`config.mk`:
```
export PLATFORM = sky130hd
export DESIGN_NAME = mode_ctrl_fsm
export DESIGN_NICKNAME = d
export VERILOG_FILES = /design/src/rtl/mode_ctrl_fsm.sv
export SDC_FILE = /design/constraint.sdc
export NUM_CORES = 1
export LEC_CHECK = 0
export CORE_ASPECT_RATIO = 0.7
export CORE_MARGIN = 2
export CORE_UTILIZATION = 30
export CTS_BUF_LIST = sky130_fd_sc_hd__clkbuf_16
export CTS_CLUSTER_DIAMETER = 80
export DETAILED_ROUTE_END_ITERATION = 8
export PLACE_DENSITY_LB_ADDON = 0.05
export SETUP_SLACK_MARGIN = 0.02
export SLEW_MARGIN = 15
export SYNTH_ARGS = -nofsm -noshare
export SYNTH_HDL_FRONTEND = slang
export SYNTH_SLANG_ARGS = --single-unit
```
`constraint.sdc`:
```
create_clock -name clk -period 1.4 [get_ports clk]
set_input_delay 0.28 -clock clk [delete_from_list [all_inputs] [get_ports clk]]
set_output_delay 0.28 -clock clk [all_outputs]
set_load 0.05 [all_outputs]
```
`src/rtl/mode_ctrl_fsm.sv`:
```
// Mode-selection controller: one-hot key nominates a mode, debounced confirm commits it,
// debounced back returns to the menu. Includes the per-button debouncer used by the top.

module mode_ctrl_debounce #(
  parameter int DB_CYCLES = 4
) (
  input  logic clk,
  input  logic rst,
  input  logic raw,
  output logic evt
);

  localparam int CNT_W = $clog2(DB_CYCLES + 1);

  logic [CNT_W-1:0] cnt;
  logic             db;
  logic             db_q;
  logic             armed;

  // armed stays low until a debounced release is seen, so a button held through reset cannot commit
  always_ff @(posedge clk) begin
    if (rst) begin
      cnt   <= '0;
      db    <= 1'b0;
      db_q  <= 1'b0;
      armed <= 1'b0;
    end else begin
      db_q <= db;
      if (!db && !raw) begin
        armed <= 1'b1;
      end
      if (raw == db) begin
        cnt <= '0;
      end else if (cnt == CNT_W'(DB_CYCLES - 1)) begin
        db  <= ~db;
        cnt <= '0;
      end else begin
        cnt <= cnt + 1'b1;
      end
    end
  end

  assign evt = db & ~db_q & armed;

endmodule

module mode_ctrl_fsm #(
  parameter int KEY_W        = 8,
  parameter int MODE_W       = 2,
  parameter int NUM_MODES    = 3,
  parameter int DB_CYCLES    = 4,
  parameter int DEFAULT_MODE = 0
) (
  input  logic              clk,
  input  logic              rst,
  input  logic [KEY_W-1:0]  key_board_in,
  input  logic              confirm,
  input  logic              back,
  output logic [MODE_W-1:0] mode,
  output logic [MODE_W-1:0] pending,
  output logic              active,
  output logic              signal,
  output logic              err
);

  typedef enum logic {
    MENU   = 1'b0,
    ACTIVE = 1'b1
  } state_t;

  state_t            state, state_n;
  logic [MODE_W-1:0] mode_n, pending_n;
  logic              active_n, signal_n, err_n;
  logic              confirm_evt, back_evt;
  logic              key_onehot, key_valid;
  logic [MODE_W-1:0] key_sel;

  mode_ctrl_debounce #(.DB_CYCLES(DB_CYCLES)) u_db_confirm (
    .clk (clk),
    .rst (rst),
    .raw (confirm),
    .evt (confirm_evt)
  );

  mode_ctrl_debounce #(.DB_CYCLES(DB_CYCLES)) u_db_back (
    .clk (clk),
    .rst (rst),
    .raw (back),
    .evt (back_evt)
  );

  // Exactly one-hot keys only; all-zero and multi-hot never match any pattern
  always_comb begin
    key_onehot = 1'b0;
    key_valid  = 1'b0;
    key_sel    = '0;
    for (int k = 0; k < KEY_W; k++) begin
      if (key_board_in == (KEY_W'(1) << k)) begin
        key_onehot = 1'b1;
        if (k < NUM_MODES) begin
          key_valid = 1'b1;
          key_sel   = MODE_W'(k);
        end
      end
    end
  end

  always_comb begin
    state_n   = state;
    mode_n    = mode;
    pending_n = pending;
    active_n  = active;
    signal_n  = 1'b0;
    err_n     = 1'b0;
    unique case (state)
      MENU: begin
        if (key_valid) begin
          pending_n = key_sel;
        end else if (key_onehot) begin
          err_n = 1'b1;
        end
        // A key arriving in the same cycle as confirm takes priority over the old nomination
        if (confirm_evt) begin
          mode_n   = key_valid ? key_sel : pending;
          active_n = 1'b1;
          signal_n = 1'b1;
          state_n  = ACTIVE;
        end
      end
      ACTIVE: begin
        if (back_evt) begin
          active_n  = 1'b0;
          pending_n = mode;
          state_n   = MENU;
        end
      end
      default: state_n = MENU;
    endcase
  end

  always_ff @(posedge clk) begin
    if (rst) begin
      state   <= MENU;
      mode    <= MODE_W'(DEFAULT_MODE);
      pending <= MODE_W'(DEFAULT_MODE);
      active  <= 1'b0;
      signal  <= 1'b0;
      err     <= 1'b0;
    end else begin
      state   <= state_n;
      mode    <= mode_n;
      pending <= pending_n;
      active  <= active_n;
      signal  <= signal_n;
      err     <= err_n;
    end
  end

endmodule

```
==> results of run 1 <==
cell usage after synthesis (all sizes together):
cell     n  area (um2)
o211ai   1        7.51
a21boi   1        7.51
a311oi   2        17.5
nor3     2        10.0
or3b     1        8.76
o22ai    1        6.26
a31oi    1        6.26
a31o     1        8.76
xnor2    3        26.3
and2b    1        8.76
a41oi    1        8.76
o21bai   1        7.51
clkbuf   1        3.75
or4      1        7.51
a21o     1        7.51
and4b    2        20.0
nor4     2        18.8
nand2    5        18.8
and4bb   1        12.5
inv     10        37.5
a21oi    2        10.0
dfxtp   20         400
nor4b    1        8.76
ha       6        75.1
o31ai    1        12.5
nor2b    2        12.5
a22oi    1        7.51
a211oi   3        22.5
nand4    1        6.26
o21ai    2        10.0
nand3b   1        7.51
and3     1        6.26
nor2    20        75.1
xor2     1        8.76
sequential cells by signal (all words and copies together) (netlist names), 2 cells and up:
name / cells
mode: 2
pending: 2
u_db_back.cnt: 3
u_db_confirm.cnt: 3
critical path: cells and delay by family:
kind | cells | cell delay (ns)
and+or+nand+nor | 1 | 0.31
AOI/OAI and AO/OA | 2 | 0.40
buffers and inverters | 1 | 0.49
per-layer routing:
| metal | routed length [um] | up-vias |
|---|---|---|
| li1 | - | 417 |
| met1 | 1020 | 364 |
| met2 | 907 | 12 |
| met3 | 78 | 0 |
| met4 | 0 | 0 |
| met5 | 0 | - |
where the power goes:
part,switching (mW),internal (mW),total [mW]
logic,0.0698,0.0753,0.145
registers,0.00899,0.583,0.592
clock network,0.192,0.376,0.567
total,0.270,1.03,1.30
stage by stage:
stage          power (mW)  TNS [ns]
5_1_grt              1.37         0
6_report             1.30         0
3_5_place_dp        0.738     -2.03
4_1_cts              1.31         0
3_3_place_gp        0.736     -1.84
2_1_floorplan       0.652         0
worst paths after layout:
check,from,to,slack (ns),cells after the start
min,u_db_back.cnt[0]$_SDFF_PP0_,u_db_back.cnt[0]$_SDFF_PP0_,0.42,1
max reg2reg,u_db_back.db$_SDFFE_PP0P_,u_db_back.cnt[0]$_SDFF_PP0_,0.10,4
min reg2reg,u_db_back.cnt[0]$_SDFF_PP0_,u_db_back.cnt[0]$_SDFF_PP0_,0.42,1
max,key_board_in[5],pending[1]$_SDFFE_PP0P_,0.07,4
logic make-up after synthesis:
| family | synth area share, % |
|---|---|
| AO/OA/AOI/OAI | 15.3 |
| XOR/XNOR | 3.84 |
| adder cells (fa/ha/maj) | 8.22 |
| buffers and inverters | 4.52 |
| flip-flops | 43.8 |
| AND/OR/NAND/NOR | 24.2 |
layout by cell type (no fill, tap or decap), types with 2 or more instances in the layout:
master | synthesis | layout
a211oi_1 | 3 | 3
a21oi_1 | 2 | 2
a311oi_1 | 2 | 2
and4b_1 | 2 | 2
buf_12 | 0 | 7
buf_4 | 0 | 9
clkbuf_16 | 0 | 3
clkdlybuf4s50_1 | 0 | 3
dfxtp_1 | 20 | 20
dlygate4sd2_1 | 0 | 4
dlymetal6s2s_1 | 0 | 4
ha_1 | 6 | 5
inv_1 | 10 | 9
nand2_1 | 5 | 5
nor2_1 | 20 | 19
nor2b_1 | 2 | 2
nor3_1 | 2 | 2
xnor2_1 | 3 | 3
final cells by class:
type / count / area [um2] / share of cell area, %
clock buffer: 3 / 75.1 / 5.28
inverter: 10 / 37.5 / 2.64
timing repair buffer: 28 / 334 / 23.5
multi-input combinational: 70 / 531 / 37.3
sequential: 20 / 400 / 28.1
tap: 36 / 45.0 / 3.17
timing repair:
action / in CTS / in global routing
setup endpoints to repair: 4 / 6
resized for setup: 8 / 11
buffers inserted: 0 / 1
pin swaps: 3 / 5
==> results.cfg, run 1 <==
[run_status]
status = complete, no violations

[global_routing]
grtUsageMet2_pct = 18.6
grt_pass1_wl_um = 3420
grt_pass1_vias = 758
antenna_found_initial = 0
gr-usage-met1_pct = 17.7
track_usage_pct = 12.3
use_met3_pct = 4.42
grt_overflow = 0
grt_max_degree = 11
busiest_layer = met2

[synth]
ys_seq_area_share_pct = 43.8
yosysUniqueCellTypes = 36
avgSynthCellArea_um2 = 9.04
synth-seq-cells = 20
yosys_warnings = 0
synth_nets = 119
synthesis.area_um2 = 913
synthCells = 101

[cells_and_area]
fillers = 271
stdcell_count = 167
num-nets-final = 151
diodes = 0
area_growth_pct = 55.8
final_area_um2 = 1420
utilization_pct = 50.0
layout-drive-gt1-share_pct = 23.7

[cts]
clkTransAtPathRegs_ns = 0.05
htreeDepth = 1
cts_hold_buffers = 0
cts_buffer_depth = 2
cts-buffers-inserted = 3
clock-sinks = 20
cts_tree = yes
cts-root-buf = clkbuf_16
clk_latency_ns = 0.25

[floorplan]
core_um2 = 2840
dieArea_um2 = 3510
row_count = 16
io_pins = 19
die-height_um = 50.2
die_w_um = 70.0
initial_utilization_pct = 32.1

[place]
portBuffers = 18
dp_cells = 163
placed_area_um2 = 1270
pre_cts_slack_ns = -0.339
place.gp.congestion = 0.812
dp_hpwl_um = 1580

[critical_path]
worst_path_largest_cell_delay_ns = 0.49
required_ns = 1.56
crit_fanout = 3
cp-end-kind = flop
crit_type = primary input to flop
crit_path_top_delay_cell = clkdlybuf4s50_1
path_cells = clkdlybuf4s50_1 -> nor4b_2 -> a22oi_1 -> a311oi_1
arrival_ns = 1.48
startpoint_type = primary input

[pwr]
ir_drop_mv = 0.544
leakage_nw = 0.599
powerDensity_nw_per_um2 = 917

[run]
drv_cap = 0

[hold_path]
hold_path_class = flop to flop

[sta]
worst_pin_slew_ns = 0.306
period_share_pct = 94.7
setup_viol = 0
max_freq_ghz = 0.754
rsz0062_at_grt = no
final-hold-violation-count = 0
max-slew-margin-rel_pct = 79.6
drv_slew = 0
holdWs_ns = 0.416
skew_ns = 0.00296
min_period_ns = 1.33
fin_ws_ns = 0.0739

[routing]
ant_nets = 0
wl_um = 2000
num_vias = 793
vias_per_cell = 4.75
dr.first_iter.drc_count = 33
drc = 0
dr.pass1.iters = 4
wire_per_inst_um = 12.0
Power figures use the tool's default switching activity.
==> run 2, diff against run 1 <==
--- a/config.mk
+++ b/config.mk
@@ -7,7 +7,7 @@
 export LEC_CHECK = 0
 export CORE_ASPECT_RATIO = 0.7
 export CORE_MARGIN = 2
-export CORE_UTILIZATION = 30
+export CORE_UTILIZATION = 48
 export CTS_BUF_LIST = sky130_fd_sc_hd__clkbuf_16
 export CTS_CLUSTER_DIAMETER = 80
 export DETAILED_ROUTE_END_ITERATION = 8
==> run 2 against run 1 <==
Total power increased by 2.0%; largest cell class unchanged; worst setup slack improved by 0.0018 ns; via count increased by 4.9%.
==> results.cfg, run 2 (synthesis gave the netlist of run 1 again) <==
[critical_path]
crit_family = buffers and inverters
arrival_ns = 1.52
crit_buf_inv = 2
required_ns = 1.59
startpoint_type = primary input
crit_type = primary input to flop
crit_fanout = 3
path_cells = clkdlybuf4s50_1 -> inv_1 -> ha_1 -> or3b_4 -> nor2_1
worst_path_largest_cell_delay_ns = 0.46
cp-end-kind = flop
crit_path_top_delay_cell = clkdlybuf4s50_1

[routing]
drc = 0
dr.pass1.iters = 4
vias_per_cell = 5.27
num_vias = 832
wire_per_inst_um = 13.5
dr.first_iter.drc_count = 13
wl_um = 2130
ant_nets = 0

[global_routing]
antenna_found_initial = 0
grt_overflow = 0
grt_max_degree = 12
track_usage_pct = 19.9
grt_pass1_wl_um = 3230
grt_pass1_vias = 718

[sta]
skew_ns = 0.00386
max_freq_ghz = 0.755
min_period_ns = 1.32
final-hold-violation-count = 0
period_share_pct = 94.6
worst_pin_slew_ns = 0.315
setup_viol = 0
rsz0062_at_grt = no
max-slew-margin-rel_pct = 78.8
fin_tns_setup_ns = 0
fin_ws_ns = 0.0756
drv_slew = 0

[pwr]
p_switching_uw = 288
leakage_nw = 0.594
powerDensity_nw_per_um2 = 943
clkPwrFrac_pct = 44.1
p_int_mw = 1.04
switching_share_pct = 21.7
p_seq_share_pct = 44.4
ir_drop_mv = 1.30
combPwrFrac_pct = 11.4

[floorplan]
io_pins = 19
die_w_um = 56.1
die-height_um = 40.5
row_count = 13
dieArea_um2 = 2270
initial_utilization_pct = 50.1
core_um2 = 1820

[cells_and_area]
layout_common_cells = nor2_1, dfxtp_1, buf_4
num-nets-final = 155
diodes = 0
largestRegisters = u_db_back.cnt (3), u_db_confirm.cnt (3)
area_growth_pct = 54.5
fillers = 113
layout-drive-gt1-share_pct = 23.5
utilization_pct = 77.5
stdcell_count = 158
multi_input_area_um2 = 515
ff_latch_area_um2 = 400
final_area_um2 = 1410

[place]
pre_cts_slack_ns = -0.352
dp_hpwl_um = 1600
dp_cells = 153
placed_area_um2 = 1280
portBuffers = 18
place.gp.congestion = 0.792

[cts]
htreeDepth = 1
cts_hold_buffers = 0
clk_latency_ns = 0.25
cts-buffers-inserted = 3
cts-root-buf = clkbuf_16
cts_tree = yes
clock-sinks = 20
clkTransAtPathRegs_ns = 0.06
cts_buffer_depth = 2

[run_status]
status = complete, no violations

[run]
drv_cap = 0

[hold_path]
hold_path_class = flop to flop
[run 2: worst reg2reg max path, delay by kind of cell, from the launching register on]
family | cells | cell delay, ns
buf+inv | 1 | 0.10
simple gates | 2 | 0.47
flops | 1 | 0.36
fa+ha+maj | 1 | 0.29
[run 2: power groups by stage]
stage	Combinational, mW	Sequential, mW	Clock (mW)
2_1_floorplan	0.0469	0.606	0
3_3_place_gp	0.138	0.603	0
3_5_place_dp	0.144	0.603	0
4_1_cts	0.147	0.591	0.591
5_1_grt	0.166	0.592	0.613
6_report	0.152	0.591	0.587
[run 2: metrics by stage]
step | power [mW] | hold slack [ns]
floorplan | 0.652 | 0.352
global placement | 0.740 | 0.406
detailed placement | 0.747 | 0.416
CTS | 1.33 | 0.423
global route | 1.37 | 0.436
finish | 1.33 | 0.417
[run 2: worst paths after layout]
kind / from / endpoint / slack, ns / cells past startpoint
setup / recovery: back / u_db_back.cnt[0]$_SDFF_PP0_ / 0.08 / 5
hold / removal: u_db_back.cnt[0]$_SDFF_PP0_ / u_db_back.cnt[0]$_SDFF_PP0_ / 0.42 / 1
setup reg to reg: u_db_back.db$_SDFFE_PP0P_ / u_db_back.cnt[0]$_SDFF_PP0_ / 0.12 / 4
hold reg to reg: u_db_back.cnt[0]$_SDFF_PP0_ / u_db_back.cnt[0]$_SDFF_PP0_ / 0.42 / 1
[run 2: layer usage]
metal	up-vias	share of wire, %	global-route usage (%)
li1	427	-	-
met1	384	46	22.4
met2	16	49	36.8
met3	5	4.4	6.77
met4	0	1.0	7.14
met5	-	0	0
[run 2: timing repair]
| item | in CTS | in global routing |
|---|---|---|
| setup buffers | 0 | 1 |
| pin swaps | 3 | 3 |
| setup endpoints to repair | 4 | 6 |
| gates resized for setup | 9 | 4 |
[run 2: final cells by class]
type / instances / area share (%)
Timing Repair Buffer: 32 / 24.9
Clock inverter: 1 / 0.266
Clock buffer: 3 / 5.32
Sequential cell: 20 / 28.4
Multi-Input combinational cell: 70 / 36.5
Tap cell: 22 / 1.95
Inverter: 10 / 2.66
==> run 3, diff against run 2 <==
--- a/config.mk
+++ b/config.mk
@@ -17,3 +17,4 @@
 export SYNTH_ARGS = -nofsm -noshare
 export SYNTH_HDL_FRONTEND = slang
 export SYNTH_SLANG_ARGS = --single-unit
+export TNS_END_PERCENT = 20
==> run 3 against run 2 <==
Hold slack improved by 0.0020 ns; sequential cell count is the same; total power shrank 0.72%; critical path depth stayed put; final cell count shrank 0.63%; first-iteration DRC count fell by 23%; global-route usage did not move; sequential power hardly changed; combinational power decreased by 3%; largest cell class unchanged.
==> results.cfg, run 3 (synthesis gave the netlist of run 1 again) <==
[run_status]
status = complete, no violations

[cts]
clk_latency_ns = 0.25
cts-buffers-inserted = 3
clock-sinks = 20
post_cts_buffers = 0
clkTransAtPathRegs_ns = 0.05
cts_tree = yes
htreeDepth = 1
cts_buffer_depth = 2
cts-root-buf = clkbuf_16

[critical_path]
startpoint_type = primary input
crit_path_top_delay_cell = clkdlybuf4s50_1
required_ns = 1.59
cp-end-kind = flop
path_cells = clkdlybuf4s50_1 -> inv_1 -> ha_1 -> or3b_1 -> nor2_1
crit_family = buffers and inverters
arrival_ns = 1.52
crit_fanout = 3
worst_path_largest_cell_delay_ns = 0.45
crit_type = primary input to flop
crit_buf_inv = 2

[floorplan]
io_pins = 19
dieArea_um2 = 2270
die-height_um = 40.5
row_count = 13
die_w_um = 56.1
initial_utilization_pct = 50.1
core_um2 = 1820

[cells_and_area]
ff_latch_area_um2 = 400
largestRegisters = u_db_back.cnt (3), u_db_confirm.cnt (3)
stdcell_count = 157
layout-drive-gt1-share_pct = 21.5
num-nets-final = 154
diodes = 0
area_growth_pct = 52.3
multi_input_area_um2 = 505
utilization_pct = 76.4
fillers = 121
final_area_um2 = 1390
layout_common_cells = nor2_1, dfxtp_1, buf_4

[routing]
drc = 0
ant_nets = 0
vias_per_cell = 5.24
dr.pass1.iters = 3
wl_um = 1960
dr.first_iter.drc_count = 10
num_vias = 822
wire_per_inst_um = 12.5

[sta]
drv_slew = 0
min_period_ns = 1.33
fin_tns_setup_ns = 0
setup_viol = 0
fin_ws_ns = 0.0675
max_freq_ghz = 0.750
max-slew-margin-rel_pct = 80.5
period_share_pct = 95.2
worst_pin_slew_ns = 0.293
final-hold-violation-count = 0
rsz0062_at_grt = yes
skew_ns = 0.00340

[global_routing]
antenna_found_initial = 0
grt_pass1_wl_um = 3230
grt_max_degree = 12
grt_overflow = 0
track_usage_pct = 19.9
grt_pass1_vias = 718

[place]
dp_cells = 153
dp_hpwl_um = 1600
portBuffers = 18
place.gp.congestion = 0.792
pre_cts_slack_ns = -0.352
placed_area_um2 = 1280

[run]
drv_cap = 0

[pwr]
leakage_nw = 0.579
powerDensity_nw_per_um2 = 950
ir_drop_mv = 1.29

[hold_path]
hold_path_class = flop to flop
[run 3: per-layer routing]
layer	vias to the layer above	part of all wire [%]	track usage (%)
met4	0	1.1	7.14
met2	12	47	36.8
li1	428	-	-
met1	377	47	22.4
met5	-	0	0
met3	5	4.0	6.77
[run 3: path summary, 6_finish.rpt]
path | startpoint | endpoint | slack [ns] | depth (start not counted)
hold / removal | u_db_back.cnt[0]$_SDFF_PP0_ | u_db_back.cnt[0]$_SDFF_PP0_ | 0.42 | 1
setup reg to reg | u_db_back.db$_SDFFE_PP0P_ | u_db_back.cnt[2]$_SDFF_PP0_ | 0.10 | 4
hold reg to reg | u_db_back.cnt[0]$_SDFF_PP0_ | u_db_back.cnt[0]$_SDFF_PP0_ | 0.42 | 1
setup / recovery | back | u_db_back.cnt[2]$_SDFF_PP0_ | 0.07 | 5
[run 3: timing repair]
action                     in CTS  in global routing
setup endpoints to repair       4                  6
gates resized for setup         9                  1
hold buffers                    0                  0
pin swaps                       3                  0
[run 3: power breakdown]
part	total [mW]	internal [mW]	switching [mW]
Sequential	0.591	0.583	0.00858
Clock	0.583	0.380	0.203
Combinational	0.147	0.0774	0.0691
Total	1.32	1.04	0.281
[run 3: final cells by class]
| cell class | instances | share of cell area [%] |
|---|---|---|
| Clock buffer | 3 | 5.40 |
| Sequential cell | 20 | 28.8 |
| Multi-Input combinational cell | 70 | 36.3 |
| Clock inverter | 1 | 0.270 |
| Inverter | 10 | 2.70 |
| Tap cell | 22 | 1.98 |
| Timing Repair Buffer | 31 | 24.6 |
[run 3: worst register-to-register path: stages, from the launching register on]
cell and delay [ns]:
dfxtp_1 0.36, inv_1 0.10, ha_1 0.29, or3b_1 0.39
nor2_1 0.10
[run 3: through the flow]
step                      power (mW)  hold slack, ns
after floorplan                0.652           0.352
after global placement         0.740           0.406
after detailed placement       0.747           0.416
after CTS                       1.33           0.423
after global routing            1.37           0.439
final                           1.32           0.419
